==> config.mk <==
export PLATFORM = sky130hd
export DESIGN_NAME = reg_file_param_flat
export DESIGN_NICKNAME = d
export VERILOG_FILES = /design/src/rtl/reg_file_param_if.sv /design/src/rtl/reg_file_param.sv /design/src/flat_wrapper.sv
export SDC_FILE = /design/constraint.sdc
export NUM_CORES = 1
export LEC_CHECK = 0
export CORE_ASPECT_RATIO = 0.9
export CORE_MARGIN = 4
export CORE_UTILIZATION = 35
export CTS_CLUSTER_DIAMETER = 120
export DETAILED_ROUTE_END_ITERATION = 16
export GPL_TIMING_DRIVEN = 0
export PLACE_DENSITY_LB_ADDON = 0.3
export SLEW_MARGIN = 20
export SYNTH_ARGS = -nofsm -noshare
export SYNTH_HDL_FRONTEND = slang
export SYNTH_SLANG_ARGS = --single-unit
==> constraint.sdc <==
create_clock -name clk -period 3 [get_ports clk]
set_input_delay 0.45 -clock clk [delete_from_list [all_inputs] [get_ports clk]]
set_output_delay 0.45 -clock clk [all_outputs]
set_load 0.03 [all_outputs]
==> src/rtl/reg_file_param_if.sv <==
`default_nettype none
// ---------------------------------------------------------------------------
// Module   : reg_file_param_if
// Purpose  : Write, read, clear and status signals of the parametrised
//            register file, grouped into one bundle.
// Revision : 1.0 - initial release
// ---------------------------------------------------------------------------
interface reg_file_param_if #(
  parameter int DATA_W = 8,
  parameter int ADDR_W = 3
);
  logic              write;
  logic [ADDR_W-1:0] in_address;
  logic [DATA_W-1:0] in_data;
  logic [ADDR_W-1:0] out1_address;
  logic [ADDR_W-1:0] out2_address;
  logic [DATA_W-1:0] out1;
  logic [DATA_W-1:0] out2;
  logic              clear;
  logic              busy;
  logic              write_drop;

  // The datapath side drives requests and consumes read data and status.
  modport master (
    output write, in_address, in_data, out1_address, out2_address, clear,
    input  out1, out2, busy, write_drop
  );

  // The register file side.
  modport slave (
    input  write, in_address, in_data, out1_address, out2_address, clear,
    output out1, out2, busy, write_drop
  );
endinterface
`default_nettype wire

==> src/rtl/reg_file_param.sv <==
`default_nettype none
// ---------------------------------------------------------------------------
// Module   : reg_file_param
// Purpose  : DEPTH x DATA_W register file, one write port, two read ports,
//            optional registered reads with write-first bypass, and a
//            sequential clear engine that reports BUSY.
// Revision : 1.0 - initial release
// ---------------------------------------------------------------------------
module reg_file_param #(
  parameter int DATA_W   = 8,
  parameter int ADDR_W   = 3,
  parameter int REG_READ = 0
) (
  input  logic            clk,
  input  logic            rst_n,
  reg_file_param_if.slave bus
);

  localparam int                DEPTH = 2 ** ADDR_W;
  localparam logic [ADDR_W-1:0] LAST  = ADDR_W'(DEPTH - 1);

  typedef enum logic [0:0] {
    IDLE  = 1'b0,
    SWEEP = 1'b1
  } state_t;

  state_t            state;
  logic [ADDR_W-1:0] counter;
  logic              drop_q;
  logic [DATA_W-1:0] regs [DEPTH];

  logic sweeping;
  logic wr_en;

  // Writes are only honoured while the clear engine is idle.
  assign sweeping = (state == SWEEP);
  assign wr_en    = bus.write && !sweeping;

  // Clear-engine FSM: one entry zeroed per cycle, counter wraps at the end.
  always_ff @(posedge clk or negedge rst_n) begin
    if (!rst_n) begin
      state   <= IDLE;
      counter <= '0;
      drop_q  <= 1'b0;
    end else begin
      drop_q <= bus.write && sweeping;
      case (state)
        IDLE: begin
          if (bus.clear) begin
            state   <= SWEEP;
            counter <= '0;
          end
        end
        SWEEP: begin
          counter <= counter + 1'b1;
          if (counter == LAST) begin
            state <= IDLE;
          end
        end
        default: state <= IDLE;
      endcase
    end
  end

  // Register array: a write and a sweep step can never share an edge.
  always_ff @(posedge clk or negedge rst_n) begin
    if (!rst_n) begin
      for (int i = 0; i < DEPTH; i++) begin
        regs[i] <= '0;
      end
    end else if (wr_en) begin
      regs[bus.in_address] <= bus.in_data;
    end else if (sweeping) begin
      regs[counter] <= '0;
    end
  end

  assign bus.busy       = sweeping;
  assign bus.write_drop = drop_q;

  generate
    if (REG_READ != 0) begin : g_reg_read
      logic [DATA_W-1:0] nxt1;
      logic [DATA_W-1:0] nxt2;

      // Post-edge value of each read address: write wins, then sweep zero.
      always_comb begin
        nxt1 = regs[bus.out1_address];
        nxt2 = regs[bus.out2_address];
        if (wr_en && (bus.in_address == bus.out1_address)) begin
          nxt1 = bus.in_data;
        end else if (sweeping && (counter == bus.out1_address)) begin
          nxt1 = '0;
        end
        if (wr_en && (bus.in_address == bus.out2_address)) begin
          nxt2 = bus.in_data;
        end else if (sweeping && (counter == bus.out2_address)) begin
          nxt2 = '0;
        end
      end

      // Registered read ports.
      always_ff @(posedge clk or negedge rst_n) begin
        if (!rst_n) begin
          bus.out1 <= '0;
          bus.out2 <= '0;
        end else begin
          bus.out1 <= nxt1;
          bus.out2 <= nxt2;
        end
      end
    end else begin : g_comb_read
      assign bus.out1 = regs[bus.out1_address];
      assign bus.out2 = regs[bus.out2_address];
    end
  endgenerate

endmodule
`default_nettype wire

==> src/flat_wrapper.sv <==
// flat-port wrapper written by rule: the top's interface ports become plain ports
module reg_file_param_flat 
#(
  parameter int DATA_W   = 8,
  parameter int ADDR_W   = 3,
  parameter int REG_READ = 0
)
  (clk, rst_n, bus_write, bus_in_address, bus_in_data, bus_out1_address, bus_out2_address, bus_clear, bus_out1, bus_out2, bus_busy, bus_write_drop);
  reg_file_param_if #(.DATA_W(DATA_W), .ADDR_W(ADDR_W)) bus_i ();
  input  logic clk;
  input  logic rst_n;
  input wire logic [$bits(bus_i.write)-1:0] bus_write;
  input wire logic [$bits(bus_i.in_address)-1:0] bus_in_address;
  input wire logic [$bits(bus_i.in_data)-1:0] bus_in_data;
  input wire logic [$bits(bus_i.out1_address)-1:0] bus_out1_address;
  input wire logic [$bits(bus_i.out2_address)-1:0] bus_out2_address;
  input wire logic [$bits(bus_i.clear)-1:0] bus_clear;
  output wire logic [$bits(bus_i.out1)-1:0] bus_out1;
  output wire logic [$bits(bus_i.out2)-1:0] bus_out2;
  output wire logic [$bits(bus_i.busy)-1:0] bus_busy;
  output wire logic [$bits(bus_i.write_drop)-1:0] bus_write_drop;
  assign bus_i.write = bus_write;
  assign bus_i.in_address = bus_in_address;
  assign bus_i.in_data = bus_in_data;
  assign bus_i.out1_address = bus_out1_address;
  assign bus_i.out2_address = bus_out2_address;
  assign bus_i.clear = bus_clear;
  assign bus_out1 = bus_i.out1;
  assign bus_out2 = bus_i.out2;
  assign bus_busy = bus_i.busy;
  assign bus_write_drop = bus_i.write_drop;
  reg_file_param #(.DATA_W(DATA_W), .ADDR_W(ADDR_W), .REG_READ(REG_READ)) u_core (.clk(clk), .rst_n(rst_n), .bus(bus_i));
endmodule
==> parameters.txt <==
Parameter                              Value

Run status
  Result of the run ... finished, final reports clean

Route
  Iter 0 DRT Violations ... 180
  Final antenna-violating net count ... 0
  Mean number of vias per cell ... 5.918
  Routed Wire Length ... 12.16 mm
  DR pass1 iterations ... 6
  Drt wl/cell ... 23.71 um
  Number of design rule violations left after detail routing ... 0
  Total vias in the final route ... 3036

Critical path
  Kind of cell adding the most delay to the critical path ... buffers and inverters
  Crit Path Max Fanout ... 10
  WP data required ... 2.55 ns
  Critical path class ... in2out
  Startpoint types ... input port
  Number of buffers and inverters on the critical path ... 3
  Critical path data arrival time ... 2.45 ns
  CP max stage delay ... 0.60 ns
  CP cell instances ... buf_2, clkbuf_1, mux4_1, mux2_2, clkdlybuf4s50_1
  Endpoint type of the worst setup path ... output pin
  Critical-path cell with the highest stage delay ... clkdlybuf4s50_1

Floorplan
  Die W ... 126.4 um
  Floorplan die height ... 114.5 um
  Boundary pin count ... 39
  Standard-cell rows ... 38
  Die outline area ... 14470 um2
  Starting utilization of the core area ... 0.3612
  CORE AREA ... 12220 um2

Yosys
  Post-synthesis instance total ... 314
  Count of different cell masters after synthesis ... 26
  Portion of the post-synthesis area used by sequential elements ... 0.3913
  Area share of the largest cell type after synthesis ... 0.3913
  Synthesized cell area ... 4413 um2
  Cell types with the largest area share after synthesis ... dfrtp_1 39%, mux4_1 18%, mux2i_1 15%
  Synthesized area divided by synthesized cell count ... 14.05 um2
  Number of warning messages in the yosys log ... 0
  Flip-flop and latch count after synthesis ... 69
  Synthesized Nets ... 337
  Largest area contributor in the synthesized netlist ... dfrtp_1

Timing
  Post-route minimum period ... 2.902 ns
  Max-slew headroom ... 0.5056
  Final period utilization ... 0.9673
  Final hold violation count ... 0
  Final count of pins violating max slew ... 0
  Final setup TNS ... 0 ns
  Worst Max-Slew Pin Slew ... 0.7394 ns
  Unrepaired setup endpoints after global routing ... no
  Highest Clock Rate ... 344.6 MHz
  Number of setup violations in the final report ... 0
  Setup Skew ... 0.006449 ns
  Slack of the critical path ... 0.09814 ns
  Worst hold margin ... 0.1049 ns

Clocking
  CTS H-tree lvls ... 3
  Inserted Clock Buffers ... 9
  Number of buffers inserted for hold repair after clock tree synthesis ... 0
  Post-cts resize count ... 0
  Root cell of the clock tree ... clkbuf_16
  TritonCTS clock tree ... yes
  Number of setup buffers added after CTS ... 0
  Clk Latency, worst-skew pair ... 0.34 ns
  Clock-pin slew of the registers on the worst-case setup and hold paths ... 0.05 ns
  Clock sink total ... 69
  Buffer depth of the longest clock path ... 2

GRT
  Largest net degree at the start of global routing ... 42
  Via count of the first global-routing pass ... 3055
  Global route overflow ... 0
  Combined global-route utilization of all metal layers ... 0.1752
  Global-route wire length before repair ... 18.74 mm
  Initial antenna violation count ... 1

Power
  Leakage component of the power ... 2.282 nW
  Power consumption ... 0.004696 W
  Worst ir drop on vdd ... 0.5433 mV
  Power per cell area ... 908.3 nW/um2

Finish
  Post-route design area ... 5170 um2
  Count of filler cells inserted in the layout ... 1113
  Fraction of final layout cells with drive strength greater than 1 ... 0.1728
  Antenna diodes ... 0
  Total area of multi-input combinational cells ... 2467 um2
  Area of all sequential standard cells ... 1727 um2
  Final Net Count ... 371
  P&R area growth vs syn ... 17.15%

Min path
  Class of the most critical hold timing path ... in2async

Run
  Max-cap violation count ... 0

Placement
  IO Port Bufs ... 23
  Setup slack at placement ... 0.02291 ns
  HPWL after DPL ... 8.265 mm
  Placed inst area ... 4861 um2
  Routability-driven placement congestion ratio ... 0.8053
[state kept, by name, indices dropped and copies added, names as in the netlist]
register and flops:
u_core.bus.busy 1, u_core.bus.write_drop 1, u_core.counter 3, u_core.regs 64
[where the power goes]
group	leakage, nW	switching (W)	total, W	internal [W]
Clock	0.152	0.000409	0.00112	0.000710
Sequential	0.933	0.000316	0.00159	0.00127
Combinational	1.20	0.00108	0.00199	0.000911
Total	2.28	0.00180	0.00470	0.00289
[area by class of cell]
type / count / share of cell area
well taps: 160 / 0.03872
repair buffers: 24 / 0.04792
clock inverters: 3 / 0.008228
inverters: 3 / 0.002178
flip-flops and latches: 69 / 0.3340
multi-input cells: 204 / 0.4773
clock buffers: 13 / 0.05227
plain buffers: 37 / 0.03945
[synth_stat cells]
cell,number
buf_6,2
mux2i_1,64
nor3_1,1
and2_1,1
a21o_1,1
clkbuf_1,18
buf_12,2
mux4_2,2
a31oi_2,8
buf_2,14
mux2_2,16
dfrtp_1,69
nand4b_1,3
buf_1,2
ha_1,2
nor2_1,1
o31ai_1,2
nor2b_1,1
nand2_1,2
a21oi_1,1
o2bb2ai_1,64
nor4b_1,1
clkinv_1,3
mux4_1,30
nor4bb_1,3
nand4_1,1
[worst reg2reg max path: cells and delay by family (launching register included)]
| kind | cells | cell delay [ns] |
|---|---|---|
| AO/OA/AOI/OAI | 2 | 0.82 |
| flip-flops | 1 | 0.34 |
| buffers and inverters | 2 | 0.39 |
[layer usage]
layer	up-vias	part of all wire	global-route usage
met2	108	0.47	0.2754
met3	20	0.057	0.04151
li1	1370	-	-
met1	1536	0.46	0.2460
met4	2	0.012	0.04289
met5	-	0.0011	0
[cell usage in the layout, fill, tap and decap left out, drive strengths merged]
cell type      netlist  layout
dfrtp               69      69
mux2i               64      64
o2bb2ai             64      64
mux4                32      32
clkbuf              18      30
clkdlybuf4s50        0      22
buf                 20      22
mux2                16      16
a31oi                8       8
clkinv               3       4
nor4bb               3       3
nand4b               3       3
nand2                2       2
o31ai                2       2
ha                   2       2
and2                 1       1
nor2                 1       1
a21oi                1       1
nor2b                1       1
nor4b                1       1
nor3                 1       1
a21o                 1       1
nand4                1       1
clkinvlp             0       1
bufinv               0       1
[worst paths after layout]
check	from	end	slack (ns)	depth (start not counted)
max	bus_out1_address[2]	bus_out1[7]	0.1	5
min	rst_n	u_core.regs[14]	0.10	1
max reg2reg	u_core.counter[1]	u_core.regs[31]	1.37	4
min reg2reg	u_core.regs[51]	u_core.regs[51]	0.52	1
max in group asynchronous	rst_n	u_core.regs[55]	2.32	2
min in group clk	bus_write	u_core.bus.write_drop	0.46	2
[stage by stage]
| step | utilization | instances |
|---|---|---|
| 2_1_floorplan | - | 314 |
| 3_3_place_gp | 0.3964 | 497 |
| 3_5_place_dp | 0.3978 | 498 |
| 4_1_cts | 0.4234 | 514 |
| 5_1_grt | 0.4231 | 513 |
| 6_report | 0.4231 | 513 |
[kinds of logic after synthesis]
logic type,share of synthesized area
AOI/OAI and AO/OA,0.1559
adders and majority gates,0.005670
buffers and inverters,0.04962
DFF,0.3913
muxes,0.3748
and+or+nand+nor,0.02269
(Power assumes the default switching activity.)
